### src/rtl/bnn_neuron_serial.sv
// bnn_neuron_serial: time-multiplexed binary-weight neuron with shift scaling, symmetric saturation and optional ReLU
module bnn_neuron_serial #(
    parameter int WIDTH_IN = 8,
    parameter int LANES    = 16,
    parameter int FAN_IN   = 128,
    localparam int ACC_W   = WIDTH_IN + $clog2(FAN_IN) + 1
) (
    input  logic                       clk,
    input  logic                       rst,
    input  logic                       in_valid,
    output logic                       in_ready,
    input  logic [LANES*WIDTH_IN-1:0]  in_act,
    input  logic [LANES-1:0]           in_wgt,
    input  logic [4:0]                 alpha,
    input  logic                       relu_en,
    output logic                       out_valid,
    input  logic                       out_ready,
    output logic signed [WIDTH_IN-1:0] out_result,
    output logic                       out_sat
);
    localparam int BEATS = FAN_IN / LANES;
    localparam int CNT_W = BEATS > 1 ? $clog2(BEATS) : 1;
    localparam logic signed [ACC_W-1:0] MAX = ACC_W'((1 << (WIDTH_IN - 1)) - 1);
    localparam logic signed [ACC_W-1:0] NEG_MAX = -MAX;

    if (FAN_IN % LANES != 0) begin : g_fan_in_check
        $error("FAN_IN must be a multiple of LANES");
    end

    typedef enum logic [1:0] {ACCUM, SAT, OUT} state_t;

    state_t                     state_q, state_d;
    logic [CNT_W-1:0]           cnt_q, cnt_d;
    logic signed [ACC_W-1:0]    acc_q, acc_d;
    logic [4:0]                 alpha_q, alpha_d;
    logic                       relu_q, relu_d;
    logic                       ready_q, ready_d;
    logic                       valid_q, valid_d;
    logic signed [WIDTH_IN-1:0] result_q, result_d;
    logic                       sat_q, sat_d;
    logic signed [ACC_W-1:0]    term, lane_sum, shifted, clipped;
    logic                       xfer, first, last, clip;

    assign in_ready   = ready_q;
    assign out_valid  = valid_q;
    assign out_result = result_q;
    assign out_sat    = sat_q;
    assign xfer  = in_valid & ready_q;
    assign first = cnt_q == '0;
    assign last  = cnt_q == CNT_W'(BEATS - 1);

    // Signed +/- sum of one beat; terms widened first so negating -2^(W-1) is exact
    always_comb begin
        term     = '0;
        lane_sum = '0;
        for (int i = 0; i < LANES; i++) begin
            term     = ACC_W'($signed(in_act[i*WIDTH_IN +: WIDTH_IN]));
            lane_sum = lane_sum + (in_wgt[i] ? term : -term);
        end
    end

    // Scale and clip symmetrically to +/-MAX so the result never reaches -2^(W-1)
    always_comb begin
        shifted = acc_q >>> alpha_q;
        clip    = (shifted > MAX) || (shifted < NEG_MAX);
        clipped = shifted > MAX ? MAX : shifted < NEG_MAX ? NEG_MAX : shifted;
    end

    // Next-state and datapath updates for the ACCUM -> SAT -> OUT sequence
    always_comb begin
        state_d  = state_q;
        cnt_d    = cnt_q;
        acc_d    = acc_q;
        alpha_d  = alpha_q;
        relu_d   = relu_q;
        valid_d  = valid_q;
        result_d = result_q;
        sat_d    = sat_q;
        case (state_q)
            ACCUM: if (xfer) begin
                acc_d   = first ? lane_sum : acc_q + lane_sum;
                alpha_d = first ? alpha : alpha_q;
                relu_d  = first ? relu_en : relu_q;
                cnt_d   = last ? '0 : cnt_q + 1'b1;
                state_d = last ? SAT : ACCUM;
            end
            SAT: begin
                result_d = (relu_q && clipped < 0) ? '0 : WIDTH_IN'(clipped);
                sat_d    = clip;
                valid_d  = 1'b1;
                state_d  = OUT;
            end
            OUT: if (out_ready) begin
                valid_d = 1'b0;
                state_d = ACCUM;
            end
            default: state_d = ACCUM;
        endcase
        ready_d = state_d == ACCUM;
    end

    // State and datapath registers; ready stays low through reset and comes up one edge later
    always_ff @(posedge clk or posedge rst) begin
        if (rst) begin
            state_q  <= ACCUM;
            cnt_q    <= '0;
            acc_q    <= '0;
            alpha_q  <= '0;
            relu_q   <= 1'b0;
            ready_q  <= 1'b0;
            valid_q  <= 1'b0;
            result_q <= '0;
            sat_q    <= 1'b0;
        end else begin
            state_q  <= state_d;
            cnt_q    <= cnt_d;
            acc_q    <= acc_d;
            alpha_q  <= alpha_d;
            relu_q   <= relu_d;
            ready_q  <= ready_d;
            valid_q  <= valid_d;
            result_q <= result_d;
            sat_q    <= sat_d;
        end
    end
endmodule

### config.mk
export PLATFORM = sky130hd
export DESIGN_NAME = bnn_neuron_serial
export DESIGN_NICKNAME = d
export VERILOG_FILES = /design/src/rtl/bnn_neuron_serial.sv
export SDC_FILE = /design/constraint.sdc
export NUM_CORES = 1
export LEC_CHECK = 0
export CAP_MARGIN = 20
export CORE_ASPECT_RATIO = 2
export CORE_MARGIN = 2
export CORE_UTILIZATION = 35
export DETAILED_ROUTE_END_ITERATION = 8
export GPL_ROUTABILITY_DRIVEN = 0
export HOLD_SLACK_MARGIN = 0.02
export PLACE_DENSITY = 0.64
export SETUP_SLACK_MARGIN = 0.1
export SLEW_MARGIN = 20
export SYNTH_ARGS = -nofsm -noshare
export SYNTH_HDL_FRONTEND = slang
export SYNTH_SLANG_ARGS = --single-unit
export TNS_END_PERCENT = 100
### constraint.sdc
create_clock -name clk -period 4.9 [get_ports clk]
set_clock_uncertainty 0.1 [all_clocks]
set_input_delay 0.98 -clock clk [delete_from_list [all_inputs] [get_ports clk]]
set_output_delay 0.98 -clock clk [all_outputs]
set_load 0.02 [all_outputs]
Yosys cells after proc, flatten, opt, wreduce, memory -nomap -nowiden:

Index checks and enable logic that the tools add are counted.

* output and inout port bits: 11
* word-level logic and storage cells: 87
* bits in registers: 38

* multiplexer cells: 27
* reductions and logical operators: 9
* eq/ne operators: 4
* shift operators: 1
* order comparisons: 3
* bitwise logic cells: 1
* add/sub/neg operators: 33

Operators by type and width (count)
* 16-bit 2-to-1 mux: 19
* 16-bit adder: 16
* 8-bit negator with 16-bit output: 16
* 16-bit by 8-bit greater-than comparator with 1-bit output (second input constant): 1
* 16-bit by 1-bit less-than comparator with 1-bit output (second input constant): 1
* 16-bit by 8-bit less-than comparator with 1-bit output (second input constant): 1
* 16-bit by 5-bit >>> shifter with 16-bit output: 1
* 8-bit 2-to-1 mux: 1
* 2-bit one-hot mux with 3 select lines: 1
* 2-bit logical NOT: 2
* 2-bit 2-to-1 mux: 2
* 2-bit AND reduction: 2
* 3-bit by 1-bit adder with 3-bit output (second input constant): 1
* 3-bit equality test (second input constant): 1
* 3-bit logical NOT: 1
* 3-bit 2-to-1 mux: 1
* 3-bit AND reduction: 1
* 2-bit by 1-bit equality test with 1-bit output (second input constant): 1
* 2-bit equality test (second input constant): 1
* 1-bit 2-to-1 mux: 2
* 2-bit inequality test (second input constant): 1
* 1-bit one-hot mux with 2 select lines: 1
* 2-bit nonzero test: 1
* 1-bit bitwise AND: 1
* other kinds (2): 2

Longest topological paths before layout:

Gate-level depths: netlist of the first run.

* word-level depth: 19
* depth in mapped cells: 31
* mapped depth without buffers: 31

Least setup slack after synthesis of the first run:

Ideal clock, no wire load.

* path kind: input port to flip-flop
* start point: input port in_wgt[11]
* end point: register acc_q[15]
* setup time: 128 ps
* arrival: 7840 ps
* setup slack: -3168 ps
* stages on the path: 30
* data required time: 4672 ps
* path buffers: 2
* cells stage by stage: clkbuf_1 -> clkbuf_1 -> nor2_1 -> xnor2_1 -> fa_1 -> fa_1 -> fa_1 -> inv_1 -> fa_1 -> inv_1 -> fa_1 -> inv_1 -> fa_1 -> ha_1 -> fa_1 -> a21o_1 -> a21oi_1 -> nor2b_1 -> o21ai_1 -> a211oi_1 -> or3_1 -> a31o_2 -> and2_1 -> ha_1 -> nor3_1 -> o211a_1 -> nor2_1 -> and4_1 -> mux2i_1 -> nand3_1

* longest elaborated chain between the ends: 8

Ends and longest elaborated chain
* start: declaration: line 13 `input logic [LANES-1:0] in_wgt,`
* 16-bit 2-to-1 mux (*): line 58 `lane_sum = lane_sum + (in_wgt[i] ? term : -term);`
* 16-bit adder (*) (5 in a row): line 58
* 16-bit adder: line 81 `acc_d = first ? lane_sum : acc_q + lane_sum;`
* 16-bit 2-to-1 mux (*): line 81
* end signal: assignment: line 107 `acc_q <= '0;`
* end signal: assignment: line 117 `acc_q <= acc_d;`
* end: declaration: line 34 `logic signed [ACC_W-1:0] acc_q, acc_d;`

Every way passes the cells marked *; elsewhere a longest branch is shown, timed or not.
A chain may end at the register's enable or synchronous reset.

Worst setup path in the final report of the first run:

* start point: input port in_act[64]
* end point: register acc_q[14]

* longest elaborated chain between the ends: 12

Ends and longest elaborated chain
* start: declaration: line 12 `input logic [LANES*WIDTH_IN-1:0] in_act,`
* 8-bit negator with 16-bit output: line 58
* 16-bit 2-to-1 mux (*): line 58
* 16-bit adder (*) (8 in a row): line 58
* 16-bit adder: line 81
* 16-bit 2-to-1 mux (*): line 81

Marked as above.

==> results.md, run 1 <==
- The share of the Yosys chip area taken by registers is 0.0780.
- The final critical-path setup slack is -2.87 ns.
- The number of nets still failing antenna checks after routing is 0.
- On the worst path, the slowest cell contributes a delay of approximately 0.57 ns.
- The total routed wirelength is between 40 and 50 mm.
- The maximum number of pins on one net before global-route repair is 39.
- Of the post-synthesis cell area, the dominant cell type holds 0.329.
- The via count of the first global-routing pass came to roughly 13000.
- In the global route stage, overall resource usage came out at 0.233.
- Fill cells in the final layout number between 3000 and 4000.
- Among all cell types in the netlist, the one instantiated most often is sky130_fd_sc_hd__inv_1.
- The initial antenna violation count was 2.
- For this run, global-route usage on met2 was measured as 0.491.
- The worst setup path is launched from an input pin.
- The area growth from synthesis to layout is 56.5%.
- The number of synthesized register bits is 38.
- The final route contains 12100 vias.
- The post-synthesis instance total is around 1400.
- In this run the most used layer during global routing was met2.
- For this run, the post-layout net count is around 2400.
- The most used flip-flop cell after synthesis is sky130_fd_sc_hd__dfrtp_1.
- The die is 136 µm wide.
- The source-to-sink clock delay at the later pin of the worst-skew pair is ~0.29 ns.
- Pin placement for this block handled around 170 I/O pins.
- The clock period minus final worst setup slack is 7.77 ns.
- The finished layout holds about 2400 standard cells, fillers aside.
- The min-delay analysis places its worst path in the category register to register.
- The total overflow left after global routing is 0.
- The final-report hold violation count came to 0.
- In the final layout, the share of cells above drive strength 1 is 0.414.
- The HPWL after detailed placement is ~36 mm.
- After floorplanning, the core was sized to cover 34400 µm².
- The unique cell type count in the Yosys netlist is 58.
- Along the worst path, the maximum fanout reaches 3.
- The number of warnings issued by yosys is 0.
- The number of buffers added by the clock tree synthesis step is 5.
- In this run, synthesis inferred 0 flip-flops with an integrated enable.
- The top cell type by total area after synthesis is sky130_fd_sc_hd__fa_1.
- The maximum root-to-sink buffer count is 2.
- The first detailed-routing pass took 5 iterations.
- The ratio of final minimum period to clock period is 1.59.
- By area the synthesized netlist is led by sky130_fd_sc_hd__fa_1 (33%), sky130_fd_sc_hd__inv_1 (8.1%), sky130_fd_sc_hd__dfrtp_1 (7.8%), sky130_fd_sc_hd__ha_1 (7.7%), sky130_fd_sc_hd__xnor2_1 (5.2%).
- The post-synthesis async set-or-reset flop share is 1.00.
- In the routed design, unresolved DRC markers number 0.
- Based on the critical path, the design can be clocked at up to 129 MHz.
- The clock-pin transition on the worst setup and hold timing paths is about 0.060 ns.
- The clock tree from TritonCTS is yes.
- The number of sinks driven by the clock tree is 38.
- For this run, global-route usage on met3 was measured as 0.0143.
- The number of nets in the synthesized netlist is between 1500 and 2000.
- The number of setup violations in the final report is 15.
- The commonest cells after synthesis are sky130_fd_sc_hd__inv_1 (264), sky130_fd_sc_hd__fa_1 (200), sky130_fd_sc_hd__nand2_1 (153), sky130_fd_sc_hd__nor2_1 (132), sky130_fd_sc_hd__ha_1 (75).
- The run finished, with violations left.
- The initial standard-cell utilization of the core is 0.355.
- STA puts the critical path data required time at just under 5 ns.
- The number of placed instances, taps included, is 2334.
- Setup repair after global routing could not meet its margin everywhere.
- The routed length per placed instance is 17.9 µm.
- The count of pins over their slew limit is 0.
- The final reports fail on setup timing.
- Input and output buffers added on the ports amount to about 160.
- The mean instance size in the synthesized netlist is about 8.4 µm².
- The kind of end point of the critical path is a register.
- The synthesized cell area is roughly 12000 µm².
- The critical path is of the input pin to register type.
- STA puts the critical path data arrival time at around 7.9 ns.
- The first global-routing pass estimated around 65 mm of wire.
- Headroom to the max-slew limit came out at 0.339.
- The count of standard-cell rows is 96.
- The slowest cell on the critical path is sky130_fd_sc_hd__fa_1.
- The max-capacitance violation count is 0.
- The pin slew with the least headroom to its limit is 0.987 ns.
- The detail-routed via count per cell is roughly 5.
- For met1 alone, demand over resource in global routing was 0.194.
- The root cell of the clock tree is sky130_fd_sc_hd__clkbuf_16.
- The clock tree synthesis step divided the H-tree into 2 levels.
- The die is ~270 µm tall.
- The area enclosed by the die boundary is 36400 µm².
- Hold repair after CTS inserted 0 buffers.
- The cell seen most often among critical-path stages is sky130_fd_sc_hd__fa_1.
- The DRC marker count from the first detailed-route iteration is between 400 and 500.
cell type report:
| class | count | area, µm² | share of cell area |
|---|---|---|---|
| Inverter | 266 | 1040 | 0.0547 |
| Timing Repair Buffer | 545 | 4430 | 0.232 |
| Clock buffer | 7 | 143 | 0.00748 |
| Tap cell | 441 | 552 | 0.0289 |
| Sequential cell | 38 | 951 | 0.0499 |
| Antenna cell | 2 | 5.00 | 0.000262 |
| Multi-Input combinational cell | 1104 | 11900 | 0.626 |
| Clock inverter | 1 | 5.00 | 0.000262 |
what timing repair did:
action                                  in CTS  in global routing
gates cloned                                 0                  0
endpoints found under the setup margin      15                 15
pin swaps                                  262                144
gates resized for setup                    472                210
setup buffers                               41                 24
layout by cell type (no fill, tap or decap), types with 11 or more instances in the layout:
| cell | Yosys | final |
|---|---|---|
| sky130_fd_sc_hd__a21oi_2 | 0 | 18 |
| sky130_fd_sc_hd__nand2_1 | 153 | 134 |
| sky130_fd_sc_hd__nand2_2 | 0 | 16 |
| sky130_fd_sc_hd__nor3_1 | 48 | 22 |
| sky130_fd_sc_hd__ha_1 | 75 | 34 |
| sky130_fd_sc_hd__xnor2_1 | 72 | 53 |
| sky130_fd_sc_hd__a21o_1 | 11 | 11 |
| sky130_fd_sc_hd__buf_2 | 18 | 17 |
| sky130_fd_sc_hd__nor2_4 | 0 | 22 |
| sky130_fd_sc_hd__fa_1 | 200 | 178 |
| sky130_fd_sc_hd__mux2i_1 | 52 | 44 |
| sky130_fd_sc_hd__dfrtp_1 | 38 | 38 |
| sky130_fd_sc_hd__o21ai_0 | 47 | 29 |
| sky130_fd_sc_hd__dlygate4sd2_1 | 0 | 33 |
| sky130_fd_sc_hd__clkdlybuf4s50_1 | 0 | 52 |
| sky130_fd_sc_hd__nor2_2 | 0 | 13 |
| sky130_fd_sc_hd__inv_1 | 264 | 207 |
| sky130_fd_sc_hd__fa_2 | 0 | 22 |
| sky130_fd_sc_hd__o21ai_2 | 3 | 13 |
| sky130_fd_sc_hd__a21bo_2 | 12 | 11 |
| sky130_fd_sc_hd__a21oi_1 | 70 | 46 |
| sky130_fd_sc_hd__o21ai_1 | 5 | 12 |
| sky130_fd_sc_hd__xnor2_2 | 0 | 17 |
| sky130_fd_sc_hd__a31oi_1 | 17 | 14 |
| sky130_fd_sc_hd__dlymetal6s2s_1 | 0 | 11 |
| sky130_fd_sc_hd__clkbuf_2 | 0 | 13 |
| sky130_fd_sc_hd__mux2_2 | 19 | 11 |
| sky130_fd_sc_hd__nor2_1 | 132 | 97 |
| sky130_fd_sc_hd__buf_4 | 3 | 369 |
| sky130_fd_sc_hd__inv_4 | 0 | 11 |
| sky130_fd_sc_hd__nor3_2 | 0 | 17 |
| sky130_fd_sc_hd__buf_6 | 1 | 31 |
| sky130_fd_sc_hd__inv_2 | 1 | 45 |
| sky130_fd_sc_hd__and2_1 | 14 | 11 |
| sky130_fd_sc_hd__xor2_1 | 57 | 47 |
| sky130_fd_sc_hd__ha_4 | 0 | 38 |
through the flow:
stage	util	cell area, µm²	hold slack, ns	TNS, ns	setup slack [ns]
finish	0.555	19100	0.377	-32.50	-2.87
global route	0.555	19100	0.403	-35.64	-3.08
CTS	0.530	18200	0.382	-31.31	-2.80
detailed placement	0.496	17000	0.374	-45.07	-3.95
global placement	0.496	17000	0.361	-43.93	-3.74
floorplan	-	12700	0.376	-27.53	-2.73
kinds of logic (layout without fill, tap and decap cells):
family                   Yosys count  after routing  synth area share
adder cells (fa/ha/maj)          275            275             0.406
XOR/XNOR                         129            129            0.0927
AND/OR/NAND/NOR                  412            412             0.149
flip-flops                        38             38            0.0780
buffers and inverters            304            819            0.0980
AO/OA/AOI/OAI                    213            213             0.110
multiplexers                      75             75            0.0666
other                              0              2                 0
worst max-delay path, delay by kind of cell:
| kind | cells | cell delay, ns |
|---|---|---|
| adder cells (fa/ha/maj) | 10 | 4.02 |
| buffers and inverters | 6 | 0.44 |
| AND/OR/NAND/NOR | 5 | 0.52 |
| multiplexers | 1 | 0.24 |
| AO/OA/AOI/OAI | 7 | 1.37 |
| XOR/XNOR | 2 | 0.26 |
metal layers:
| metal | up-vias | wire length (µm) |
|---|---|---|
| met5 | - | 0 |
| met2 | 350 | 25700 |
| li1 | 5638 | - |
| met4 | 0 | 3700 |
| met3 | 179 | 1060 |
| met1 | 5932 | 12700 |
state kept, by name, summed over array words and instances, names as in the netlist, 2 cells and up:
| name | flops |
|---|---|
| state_q | 2 |
| acc_q | 16 |
| out_result | 8 |
| alpha_q | 5 |
| cnt_q | 3 |
path summary, 6_finish.rpt:
path	from	to	slack, ns	cells past startpoint
setup / recovery	in_act[64]	acc_q[14]	-2.87	31
hold / removal	out_result[5]	out_result[5]	0.38	2
setup reg to reg	alpha_q[1]	out_result[6]	0.54	14
hold reg to reg	out_result[5]	out_result[5]	0.38	2
max in group asynchronous	rst	alpha_q[1]	3.34	3
min in group asynchronous	rst	acc_q[1]	1.01	3
Power of run 1 is left out: the tool's default activity adds up to more than one toggle a clock period on the data nets, which glitch-free logic cannot reach.
==> inputs of run 2 (changes only) <==
Settings changed: GPL_ROUTABILITY_DRIVEN 0 to default, PLACE_DENSITY 0.64 to 0.66.
Clock period 4.9 ns to 7.1 ns, I/O delays scaled along.
==> results.md, run 2 (synthesis gave the netlist of run 1 again) <==
- The data arrival time at the worst-slack endpoint is 8.23 ns (+0.38 ns).
- The routed length per placed instance is 18.2 µm (+1.4%).
- The number of nets still failing antenna checks after routing came to 0 (unchanged).
- The worst setup slack before clock tree synthesis is -2.16 ns (+1.79 ns).
- The post-route cell area is 19000 µm² (-0.12%).
- The data required time at the worst endpoint is 7.12 ns (+2.15 ns).
- The number of flip-flops under the largest register name was 16 (unchanged).
- From synthesis to final layout, the design area changed by 56.3%.
- The detail-routed via count per cell is 5.00 (-0.64%).
- The combined global-route utilization of all metal layers is 0.236 (+0.00302).
- The total via count after detailed routing is 12000 (-1.1%).
- The met1 track demand over resource is 0.200 (+0.00538).
- The boundary pin count is 165 (unchanged).
- The met3 global-route usage came to 0.0117 (-0.00264).
- The relative slew slack was 0.358 (+0.0186).
- The number of cells on the worst hold path was 2 (unchanged).
- The fraction of layout cells with a size suffix above 1 is 0.414 (about the same).
- The worst hold endpoint is out_result[5].
- The met2 demand-to-capacity share in global routing is 0.498 (+0.00710).
- The startpoint of the lowest-slack register-to-register path is alpha_q[1].
- The final-report hold violation count was 0 (unchanged).
- At the end of routability-driven placement, the weighted congestion stood at just under 1.
- The total overflow reported by the global router came to 0 (unchanged).
- The top fanout value on the critical path came to 3 (unchanged).
- The chip height is 268 µm (unchanged).
- The clock-pin transition on the worst setup and hold timing paths was 0.06 ns (about the same).
- The wire length of the first global-routing pass is 66.1 mm (+1.9%).
- The via count of the first global-routing pass was 13400 (+0.68%).
- The number of buffers added by the clock tree synthesis step came to 5 (unchanged).
- The cell seen most often among critical-path stages is sky130_fd_sc_hd__fa_1.
- The pin slew with the least headroom to its limit is 0.959 ns (-0.0278 ns).
- The final critical-path setup slack is -1.11 ns (+1.77 ns).
- Derived from the worst setup path, the maximum achievable clock frequency is ~120 MHz.
- The post-cts hold buffer count is 0 (unchanged).
- By startpoint and endpoint, the worst setup path is classified as input pin to register.
- The total core area was 34400 µm² (unchanged).
- The max-capacitance violation count is 0 (unchanged).
- The root cell of the clock tree is sky130_fd_sc_hd__clkbuf_16.
- The source-to-sink clock delay at the later pin of the worst-skew pair is 0.29 ns (about the same).
- The DRC marker count from the first detailed-route iteration was 508 (+8.8%).
- The most flop-heavy register is acc_q.
- The area enclosed by the die boundary is 36400 µm² (unchanged).
- The commonest non-fill, non-tap cell in the layout is sky130_fd_sc_hd__buf_4.
- The number of buffers added on ports is 164 (unchanged).
- The HPWL after detailed placement came to 36.2 mm (-0.23%).
- The maximum level of the CTS H-tree is 2 (unchanged).
- The number of setup violations in the final report is 11 (-4).
- The horizontal extent of the die is 136 µm (unchanged).
- The total negative slack for setup checks is -8.35 ns (+24.15 ns).
- The layer carrying the most global-route usage is met2.
- The number of nets in the final layout came to 2372 (-0.71%).
- The initial standard-cell utilization of the core came to 0.355 (unchanged).
- The largest individual stage delay along the critical path comes from the cell sky130_fd_sc_hd__fa_1.
- The startpoint identified for the worst hold timing path is out_result[5].
- The maximum number of pins on one net before global-route repair is 39 (unchanged).
- The number of sinks driven by the clock tree came to 38 (unchanged).
- The worst min-delay path class is register to register.
- The DRC violation count after routing is 0 (unchanged).
- The startpoint type of the worst setup path is an input pin.
- The final reports fail on setup timing.
- The worst setup path is captured at a register.
- The flow ran to the end, but the final reports show violations.
- The top cell types in the final layout, fill and taps aside, are sky130_fd_sc_hd__buf_4 (341), sky130_fd_sc_hd__inv_1 (210), sky130_fd_sc_hd__fa_1 (176).
- The count of pins over their slew limit is 0 (unchanged).
- The worst-case reg-to-reg path depth came to 12 (-2).
- The share of the core filled with cells in the final layout is 0.554 (-0.000693).
- The delay of the slowest cell on the worst path is 0.55 ns (-0.02 ns).
- Setup repair after global routing could not meet its margin everywhere.
- Of the available clock period, the critical path in the final layout requires 1.16.
- The placed standard-cell area is 16700 µm² (-1.8%).
- The worst register-to-register path ends at out_result[2].
- The count of standard-cell rows came to 96 (unchanged).
- The total routed wirelength is 43.5 mm (+0.93%).
- The reg-to-reg setup timing slack is 2.79 ns (+2.25 ns).
- Subtracting the final worst setup slack from the clock period gives roughly 8.2 ns.
- The maximum root-to-sink buffer count was 2 (unchanged).
- The first-pass detailed-route iteration total is 5 (unchanged).
- The clock tree from TritonCTS is yes.
- The initial antenna violation count was 7 (+5).
-- run 2: through the flow --
step,cells,hold slack (ns)
floorplan,1446,0.376
global placement,2309,0.361
detailed placement,2309,0.370
CTS,2371,0.381
global route,2392,0.410
finish,2392,0.374
-- run 2: worst max-delay path, delay by kind of cell --
kind | cells | cell delay (ns)
buffers and inverters | 7 | 0.56
xor gates and xnor gates | 3 | 0.39
adders and majority gates | 10 | 4.09
AOI/OAI and AO/OA | 7 | 1.27
and+or+nand+nor | 5 | 0.51
-- run 2: metal layers --
layer / part of all wire / vias to the layer above
met3: 0.018 / 165
met2: 0.60 / 301
li1: - / 5598
met4: 0.083 / 0
met1: 0.30 / 5897
met5: 0 / -
-- run 2: final cells by class --
type	count	area, µm²
Fill cell	2976	15300
Multi-Input combinational cell	1104	12000
Timing Repair Buffer	528	4360
Inverter	266	1020
Antenna cell	7	17.5
Tap cell	441	552
Clock buffer	7	143
Clock inverter	1	5.00
Sequential cell	38	951
-- run 2: worst max path at each step --
| stage | slack (ns) | depth (start not counted) | endpoint | start |
|---|---|---|---|---|
| finish | -1.11 | 32 | acc_q[12] | in_act[57] |
| global route | -1.29 | 32 | acc_q[12] | in_act[57] |
| CTS | -1.05 | 31 | acc_q[12] | in_act[90] |
| detailed placement | -2.16 | 30 | acc_q[15] | in_act[72] |
| global placement | -2.02 | 31 | acc_q[15] | in_act[113] |
| floorplan | -0.97 | 29 | acc_q[14] | in_wgt[9] |
-- run 2: timing repair --
item	CTS	global route
setup endpoints to repair	13	13
buffers inserted	54	17
pin swaps	275	138
resized for setup	614	144
cloned	0	0
Power of run 2 is left out for the same reason.
==> inputs of run 3 (changes only) <==
Settings changed: CORE_ASPECT_RATIO 2 to 0.5, HOLD_SLACK_MARGIN 0.02 to 0.12.
==> results.md, run 3 (synthesis gave the netlist of run 1 again) <==
- The via count of the first global-routing pass is 11900 (-12%).
- The commonest non-fill, non-tap cell in the layout is sky130_fd_sc_hd__buf_4.
- The routed length per placed instance is 16.5 µm (-9.5%).
- The count of pins over their slew limit is 0 (unchanged).
- The total via count after detailed routing is 11600 (-2.7%).
- The post-cts hold buffer count was 0 (unchanged).
- The fraction of layout cells with a size suffix above 1 is 0.411 (-0.00242).
- The largest individual stage delay along the critical path comes from the cell sky130_fd_sc_hd__fa_1.
- The delay of the slowest cell on the worst path came to 0.56 ns (about the same).
- The total overflow reported by the global router was 0 (unchanged).
- The data required time at the worst endpoint came to 7.16 ns (+0.04 ns).
- In this design, the critical path's most frequently occurring cell is sky130_fd_sc_hd__fa_1.
- The first-pass detailed-route iteration total is 6 (+1).
- The total routed wirelength is 39.8 mm (-8.6%).
- STA classifies the critical path startpoint as an input pin.
- In the layout the commonest cells are sky130_fd_sc_hd__buf_4 (341), sky130_fd_sc_hd__inv_1 (204), sky130_fd_sc_hd__fa_1 (180).
- The maximum number of pins on one net before global-route repair was 39 (unchanged).
- The pin slew with the least headroom to its limit is 1.03 ns (+0.0665 ns).
- The clock tree from TritonCTS is yes.
- The start point of the worst hold path is out_result[5].
- The horizontal extent of the die is 268 µm (+97%).
- By startpoint and endpoint, the worst setup path is classified as input pin to register.
- The area enclosed by the die boundary was 36400 µm² (unchanged).
- The root cell of the clock tree is sky130_fd_sc_hd__clkbuf_16.
- The total core area is 34400 µm² (unchanged).
- The number of nets still failing antenna checks after routing was 0 (unchanged).
- The DRC violation count after routing came to 0 (unchanged).
- The boundary pin count is 165 (unchanged).
- The clock-pin transition on the worst setup and hold timing paths is 0.06 ns (about the same).
- The number of nets in the final layout is 2365 (-0.30%).
- The worst-case reg-to-reg path depth is 12 (unchanged).
- The wire length of the first global-routing pass is 60.8 mm (-7.9%).
- The placer's final routability congestion estimate is 0.946 (-3.0%).
- The ratio of final minimum period to clock period was 1.17 (+0.00888).
- The most critical setup path has its startpoint at in_act[56].
- The total negative slack for setup checks was -8.22 ns (+0.129 ns).
- The hold slack came to 0.373 ns (-0.00114 ns).
- The HPWL after detailed placement is 31.9 mm (-12%).
- The count of standard-cell rows was 48 (-50%).
- The detail-routed via count per cell is 4.82 (-3.6%).
- The highest clock rate is 121 MHz (-0.76%).
- The startpoint identified for the worst register-to-register timing path is alpha_q[1].
- The worst min-delay path class is register to register.
- The combined global-route utilization of all metal layers is 0.213 (-0.0233).
- Ranked by flip-flop count, first place goes to acc_q.
- On the critical path the largest part of the delay comes from adder cells.
- The number of sinks driven by the clock tree is 38 (unchanged).
- The run finished, with violations left.
- The worst setup path is captured at a register.
- The reg-to-reg setup timing slack came to 3.09 ns (+0.30 ns).
- The final critical-path setup slack was -1.17 ns (-0.0630 ns).
- The number of buffer and inverter stages on the critical path is 6 (-1).
- The initial standard-cell utilization of the core is 0.355 (unchanged).
- The share of the core filled with cells in the final layout is 0.551 (-0.00302).
- The number of setup violations in the final report is 11 (unchanged).
- The endpoint identified for the worst register-to-register timing path is out_result[4].
- The chip height came to 136 µm (-49%).
- The final-report hold violation count is 0 (unchanged).
- The fill cell instance count of the final layout was 2974 (-0.067%).
- The number of flip-flops under the largest register name is 16 (unchanged).
- The maximum level of the CTS H-tree is 2 (unchanged).
- The relative slew slack came to 0.313 (-0.0446).
- The number of buffers added by the clock tree synthesis step came to 5 (unchanged).
- The placed standard-cell area is 16700 µm² (+0.21%).
- The critical path depth in cells is 30 (-6.3%).
- The source-to-sink clock delay at the later pin of the worst-skew pair was 0.28 ns (about the same).
- The number of buffers added on ports is 164 (unchanged).
- The post-route cell area was 18900 µm² (-0.55%).
- The area growth from synthesis to layout is 55.4%.
- The end point of the critical path is acc_q[15].
- The initial antenna violation count is 3 (-4).
- The data arrival time at the worst-slack endpoint was 8.33 ns (+0.10 ns).
- The clock period minus final worst setup slack came to 8.27 ns (+0.0630 ns).
- The top fanout value on the critical path is 3 (unchanged).
- The maximum root-to-sink buffer count came to 2 (unchanged).
- The number of cells on the worst hold path is 2 (unchanged).
- The max-capacitance violation count came to 0 (unchanged).
- Setup repair after global routing could not meet its margin everywhere.
- The final reports fail on setup timing.
- The DRC marker count from the first detailed-route iteration is 780 (+54%).
-- run 3: worst min path at each step --
stage / endpoint / slack [ns]
after floorplan: out_valid / 0.38
after global placement: out_sat / 0.36
after detailed placement: out_result[7] / 0.37
after CTS: out_result[7] / 0.38
after global routing: out_sat / 0.39
final: out_result[5] / 0.37
-- run 3: metrics by stage --
stage	worst slack (ns)	std cells
6_report	-1.17	2414
5_1_grt	-1.50	2414
4_1_cts	-0.972	2389
3_5_place_dp	-2.01	2342
3_3_place_gp	-1.84	2342
2_1_floorplan	-0.968	1446
-- run 3: per-layer routing --
layer / GRT usage / up-vias / routed length (µm)
met1: 0.292 / 5707 / 17500
met2: 0.370 / 263 / 19600
li1: - / 5598 / -
met5: 0 / - / 0
met3: 0.0159 / 67 / 1680
met4: 0.0444 / 0 / 927
-- run 3: area by class of cell --
| type | instances | area, µm² | area share |
|---|---|---|---|
| Sequential cell | 38 | 951 | 0.0502 |
| Inverter | 266 | 1030 | 0.0543 |
| Multi-Input combinational cell | 1104 | 11900 | 0.628 |
| Clock buffer | 6 | 139 | 0.00733 |
| Antenna cell | 3 | 7.51 | 0.000396 |
| Clock inverter | 1 | 30.0 | 0.00159 |
| Timing Repair Buffer | 521 | 4290 | 0.226 |
| Tap cell | 475 | 594 | 0.0314 |
-- run 3: worst register-to-register path, stage by stage (launching register included) --
cell and delay (ns):
sky130_fd_sc_hd__dfrtp_1 0.85, sky130_fd_sc_hd__mux2_2 0.43, sky130_fd_sc_hd__o21ai_0 0.25, sky130_fd_sc_hd__o21ai_1 0.15
sky130_fd_sc_hd__a21oi_1 0.18, sky130_fd_sc_hd__o21ai_0 0.11, sky130_fd_sc_hd__or4b_1 0.52, sky130_fd_sc_hd__o41ai_1 0.40
sky130_fd_sc_hd__ha_1 0.20, sky130_fd_sc_hd__nand2b_1 0.13, sky130_fd_sc_hd__nor2b_1 0.33, sky130_fd_sc_hd__a21oi_1 0.11
sky130_fd_sc_hd__o21ai_0 0.17
-- run 3: repair_timing --
| action | CTS | global route |
|---|---|---|
| setup buffers | 43 | 23 |
| resized for setup | 546 | 194 |
| pin swaps | 268 | 176 |
| setup endpoints to repair | 13 | 13 |
Power of run 3 is left out for the same reason.
